--- src/rtl/instruction_fetch_unit.sv ---
// instruction_fetch_unit: sequential fetch from a 1-cycle-latency RAM into a 2-entry prefetch FIFO.
// Optional IFU_PERF_COUNT_EN adds oBubbleCount, a saturating count of cycles without a valid entry.
module instruction_fetch_unit #(
    parameter int DATA_WIDTH = 16,
    parameter int ADDR_WIDTH = 10,
    parameter logic [ADDR_WIDTH-1:0] RESET_ADDR = '0
) (
    input  logic                  Clock,
    input  logic                  Reset,
    output logic [ADDR_WIDTH-1:0] oMemAddress,
    input  logic [DATA_WIDTH-1:0] iMemData,
    input  logic                  iBranchTaken,
    input  logic [ADDR_WIDTH-1:0] iBranchTarget,
    output logic                  oInstrValid,
    input  logic                  iInstrReady,
    output logic [DATA_WIDTH-1:0] oInstr,
`ifdef IFU_PERF_COUNT_EN
    output logic [15:0]           oBubbleCount,
`endif
    output logic [ADDR_WIDTH-1:0] oInstrPC
);

    logic [ADDR_WIDTH-1:0] pc;
    logic [ADDR_WIDTH-1:0] pend_pc;
    logic                  pending;
    logic [1:0]            count;
    logic [DATA_WIDTH-1:0] s_instr [2];
    logic [ADDR_WIDTH-1:0] s_pc    [2];

    logic                  pop;
    logic                  push;
    logic                  issue;
    logic [2:0]            in_flight;
    logic [1:0]            cnt_after_pop;
    logic [1:0]            n_count;
    logic [ADDR_WIDTH-1:0] n_pc;
    logic [DATA_WIDTH-1:0] n_instr [2];
    logic [ADDR_WIDTH-1:0] n_spc   [2];

    assign oMemAddress = pc;
    assign oInstrValid = (count != 2'd0) & ~iBranchTaken;
    assign oInstr      = s_instr[0];
    assign oInstrPC    = s_pc[0];

    assign pop  = oInstrValid & iInstrReady;
    assign push = pending;

    // Occupancy counts the in-flight read so the FIFO can never overflow.
    assign in_flight = {1'b0, count} + {2'b00, pending};
    assign issue     = ~iBranchTaken & (in_flight < (3'd2 + {2'b00, pop}));

    always_comb begin
        n_pc = pc;
        if (iBranchTaken)
            n_pc = iBranchTarget;
        else if (issue)
            n_pc = pc + 1'b1;
    end

    always_comb begin
        n_instr       = s_instr;
        n_spc         = s_pc;
        cnt_after_pop = count - {1'b0, pop};
        if (pop) begin
            n_instr[0] = s_instr[1];
            n_spc[0]   = s_pc[1];
        end
        if (push) begin
            n_instr[cnt_after_pop[0]] = iMemData;
            n_spc[cnt_after_pop[0]]   = pend_pc;
        end
        n_count = cnt_after_pop + {1'b0, push};
        if (iBranchTaken)
            n_count = 2'd0;
    end

    always_ff @(posedge Clock) begin
        if (!Reset) begin
            pc         <= RESET_ADDR;
            pend_pc    <= '0;
            pending    <= 1'b0;
            count      <= 2'd0;
            s_instr[0] <= '0;
            s_instr[1] <= '0;
            s_pc[0]    <= '0;
            s_pc[1]    <= '0;
        end else begin
            pc      <= n_pc;
            pending <= issue;
            if (issue)
                pend_pc <= pc;
            count   <= n_count;
            s_instr <= n_instr;
            s_pc    <= n_spc;
        end
    end

`ifdef IFU_PERF_COUNT_EN
    logic [15:0] bubbles;

    assign oBubbleCount = bubbles;

    always_ff @(posedge Clock) begin
        if (!Reset)
            bubbles <= 16'd0;
        else if (!oInstrValid && (bubbles != 16'hFFFF))
            bubbles <= bubbles + 16'd1;
    end
`endif

endmodule

--- config.mk ---
export PLATFORM = sky130hd
export DESIGN_NAME = instruction_fetch_unit
export DESIGN_NICKNAME = d
export VERILOG_FILES = /design/src/rtl/instruction_fetch_unit.sv
export SDC_FILE = /design/constraint.sdc
export NUM_CORES = 1
export LEC_CHECK = 0
export ABC_AREA = 1
export CAP_MARGIN = 30
export CELL_PAD_IN_SITES_DETAIL_PLACEMENT = 1
export CELL_PAD_IN_SITES_GLOBAL_PLACEMENT = 1
export CORE_UTILIZATION = 40
export CTS_BUF_LIST = sky130_fd_sc_hd__clkbuf_8
export CTS_CLUSTER_SIZE = 24
export DETAILED_ROUTE_END_ITERATION = 10
export GPL_ROUTABILITY_DRIVEN = 0
export HOLD_SLACK_MARGIN = 0.08
export PLACE_DENSITY = 0.89
export SYNTH_ARGS = -nofsm -noshare
export SYNTH_HDL_FRONTEND = slang
export SYNTH_SLANG_ARGS = --single-unit
export TNS_END_PERCENT = 1
--- constraint.sdc ---
create_clock -name Clock -period 5.13 [get_ports Clock]
set_clock_uncertainty 0.1 [all_clocks]
set_input_delay 1.539 -clock Clock [delete_from_list [all_inputs] [get_ports Clock]]
set_output_delay 1.539 -clock Clock [all_outputs]
set_load 0.02 [all_outputs]
==> results <==
- The flow ran to the end, and the final reports show no timing, DRC or antenna violations.
- In this run, post-CTS hold repair placed 0 buffers.
- The post-synthesis share of cell area spent on xor and xnor gates is 0.996%.
- The length of the first detailed-routing pass in iterations is 4.
- The synthesized design contains 75 register bits.
- Synthesis handed over a netlist of 492 instances.
- Along the worst path, the maximum fanout reaches 2.
- For the final routed database, the setup TNS stands at 0 ns.
- The remaining global-route overflow is 0.
- The total number of clock tree sinks is 75.
- The number of rows in the core area is 33.
- The number of antenna violations at the first check in global routing was 0.
- After detailed placement, the design holds a cell count of 613.
- The insertion delay of the later-clocked pin in the worst-skew pair is 0.35 ns.
- The total power is 1.29 mW.
- The repair_antennas step left the layout with diodes totalling 0.
- The setup-violating endpoint count in the final report is 0.
- The combined global-route utilization of all metal layers is 19.9%.
- Once the clock tree was built, the setup fixing pass inserted 0 buffers.
- The layout has 1,057 filler cells.
- The required time of the critical path is 3.49 ns.
- The final critical path time including I/O delays and setup is 4.46 ns.
- The layout-stage area growth over the synthesis result is 19.3%.
- In this run the static leakage power is 1.97 nW.
- For this run, the top clock speed supported by timing is 0.224 GHz.
- The area fraction in and, or, nand and nor cells after synthesis is 27.0%.
- The number of buffers inserted during clock tree synthesis is 9.
- Measured on the finished design, the core utilization comes to 50.3%.
- The number of pins exceeding their max-slew limit in the final report came to 0.
- Of the post-synthesis cell area, the dominant cell type holds 42.7%.
- The synthesized cell area is 3520 um^2.
- After Yosys synthesis, full adders, half adders and majority gates account for 1.78% of the synthesized area.
- The vias per cell is 4.99.
- The I/O pin total is 67.
- On the final layout, the worst hold slack is 0.377 ns.
- The routed design has 8470 um of wire.
- In this run the power density over the cells is 306 nW/um^2.
- Setup repair after global routing left no endpoint under its margin.
- The clock transition time at the flip-flop clock pins of the worst setup and hold paths is 0.08 ns.
- The class of the most critical setup path is primary input to output port.
- The number of global-route vias before repair was 3,147.
- The core region is 8340 um^2.
- The worst-case setup margin in the final layout is 0.673 ns.
- The number of port buffers is 66.
- At the worst endpoint, the arrival time is 2.82 ns.
- The first routing iteration left 89 violations.
- The largest net degree at the start of global routing is 53.
- The fraction of final layout cells sized beyond drive strength 1 is 5.73%.
- For this run, the number of Yosys warnings is 0.
- The headroom to the max-slew limit is 35.8%.
- Summing all non-filler instances in the final layout gives an area of 4200 um^2.
- The total half-perimeter wirelength after legalization and detailed placement is 5750 um.
- The die covers 9170 um^2.
- Across all layers, the routed design uses 3,138 vias.
- By instance count, the leading cell after synthesis is sky130_fd_sc_hd__nand2_1.
- The clock tree from TritonCTS is yes.
- The post-cts resize count is 0.
- The post-placement cell area is 4000 um^2.
- In this run, synthesis inferred 0 flip-flops with an integrated enable.
- The initial standard-cell utilization of the core is 42.2%.
- The H-tree depth is 3.
- In the post-synthesis netlist, the biggest area contributors are sky130_fd_sc_hd__dfxtp_1 43%, sky130_fd_sc_hd__nand2_1 13%, sky130_fd_sc_hd__nor2_1 6.2%.
- The area of the multi-input gates is 1500 um^2.
- The wire length per cell after detailed routing is 13.5 um.
- Timing analysis after detailed placement gives a worst setup slack of 0.662 ns.
- The longest clock path from root to sink contains 2 buffers.
- CTS placed an instance of sky130_fd_sc_hd__clkbuf_8 at the clock tree root.
- The endpoint type of the worst setup path is an output port.
- The library cell with the largest summed area after synthesis is sky130_fd_sc_hd__dfxtp_1.
- After detailed routing, the number of remaining DRC violations is 0.
- The number of nets in the synthesized netlist is 527.
- VDD sags by at most 113 uV.
- Max-cap violations in this run came to 0.
- The horizontal die dimension is 95.8 um.
- In the final layout, flip-flops and latches occupy 1500 um^2.
- The predominant post-synthesis flop cell is sky130_fd_sc_hd__dfxtp_1.
- Of the post-synthesis cell area, the part taken by muxes is 0%.
- The dominant combinational cell family by area after synthesis is simple AND/OR/NAND/NOR gates.
- The remaining number of nets flagged by the antenna check after routing is 0.
- The final cell count without fillers is 629.
- The post-synthesis async set-or-reset flop share is 0%.
- The net count of the finished layout is 554.
- The kind of start point of the critical path is a primary input.
- Yosys mapped the design onto 30 distinct sky130hd cell types.
- At the pin with the least slew margin, the transition time is 0.959 ns.
- The complex-gate fraction of the synthesized area is 12.7%.
- The portion of the post-synthesis area used by sequential elements is 42.7%.
- The commonest cells after synthesis are 122 x sky130_fd_sc_hd__nand2_1, 75 x sky130_fd_sc_hd__dfxtp_1, 58 x sky130_fd_sc_hd__nor2_1.
- Dividing the synthesized area by the synthesized cell count gives 7.15 um^2.
- The number of hold violations in the final report is 0.
- The first global-routing pass estimated 14,100 um of wire.
- The post-route fraction of the period consumed by the critical path is 86.9%.
- The die is 95.8 um tall.
- The worst min-delay path class is register to register.
==> cell usage in the layout (no fill, tap or decap), types with 5 or more instances in the layout <==
| cell | count |
|---|---|
| sky130_fd_sc_hd__nand3_1 | 41 |
| sky130_fd_sc_hd__nand2_1 | 121 |
| sky130_fd_sc_hd__dfxtp_1 | 75 |
| sky130_fd_sc_hd__a21oi_1 | 15 |
| sky130_fd_sc_hd__inv_1 | 48 |
| sky130_fd_sc_hd__clkdlybuf4s50_1 | 65 |
| sky130_fd_sc_hd__o211ai_1 | 26 |
| sky130_fd_sc_hd__o21ai_0 | 28 |
| sky130_fd_sc_hd__nor2_1 | 58 |
| sky130_fd_sc_hd__ha_1 | 5 |
| sky130_fd_sc_hd__clkbuf_8 | 9 |
==> final timing paths <==
kind                 end  cells past startpoint  slack (ns)         start
max          oInstrValid                      3        0.67  iBranchTaken
min             register                      2        0.38    pend_pc[7]
max reg2reg     count[1]                     10        2.22      count[1]
min reg2reg     register                      2        0.38    pend_pc[7]
==> power breakdown <==
group	switching [mW]	total (mW)	internal, mW
Clock	0.225	0.448	0.223
Sequential	0.0231	0.637	0.614
Combinational	0.110	0.201	0.0911
Total	0.358	1.29	0.928
==> cells by family after synthesis <==
kind of cell | after synthesis
DFF | 75
xor gates and xnor gates | 4
buffers and inverters | 104
AOI/OAI and AO/OA | 73
adders and majority gates | 5
and+or+nand+nor | 231
==> area by class of cell <==
type                       count  area share [%]
sequential                    75            35.8
multi-input combinational    313            35.7
timing repair buffer          69            16.2
inverter                      51            4.62
tap                          105            3.13
clock buffer                   9            2.95
clock inverter                 7            1.67
==> layer usage <==
metal | vias to the layer above | routed length (um) | GRT usage, %
met4 | 0 | 155 | 7.96
li1 | 1590 | - | -
met3 | 14 | 393 | 4.42
met2 | 65 | 3960 | 34.3
met1 | 1469 | 3960 | 23.9
met5 | - | 0 | 0
==> critical path, stage by stage <==
cell and delay [ns]:
sky130_fd_sc_hd__clkdlybuf4s50_1 0.48, sky130_fd_sc_hd__a21oi_4 0.18, sky130_fd_sc_hd__clkdlybuf4s50_1 0.62
No activity file was read; power rests on OpenSTA's default activity.
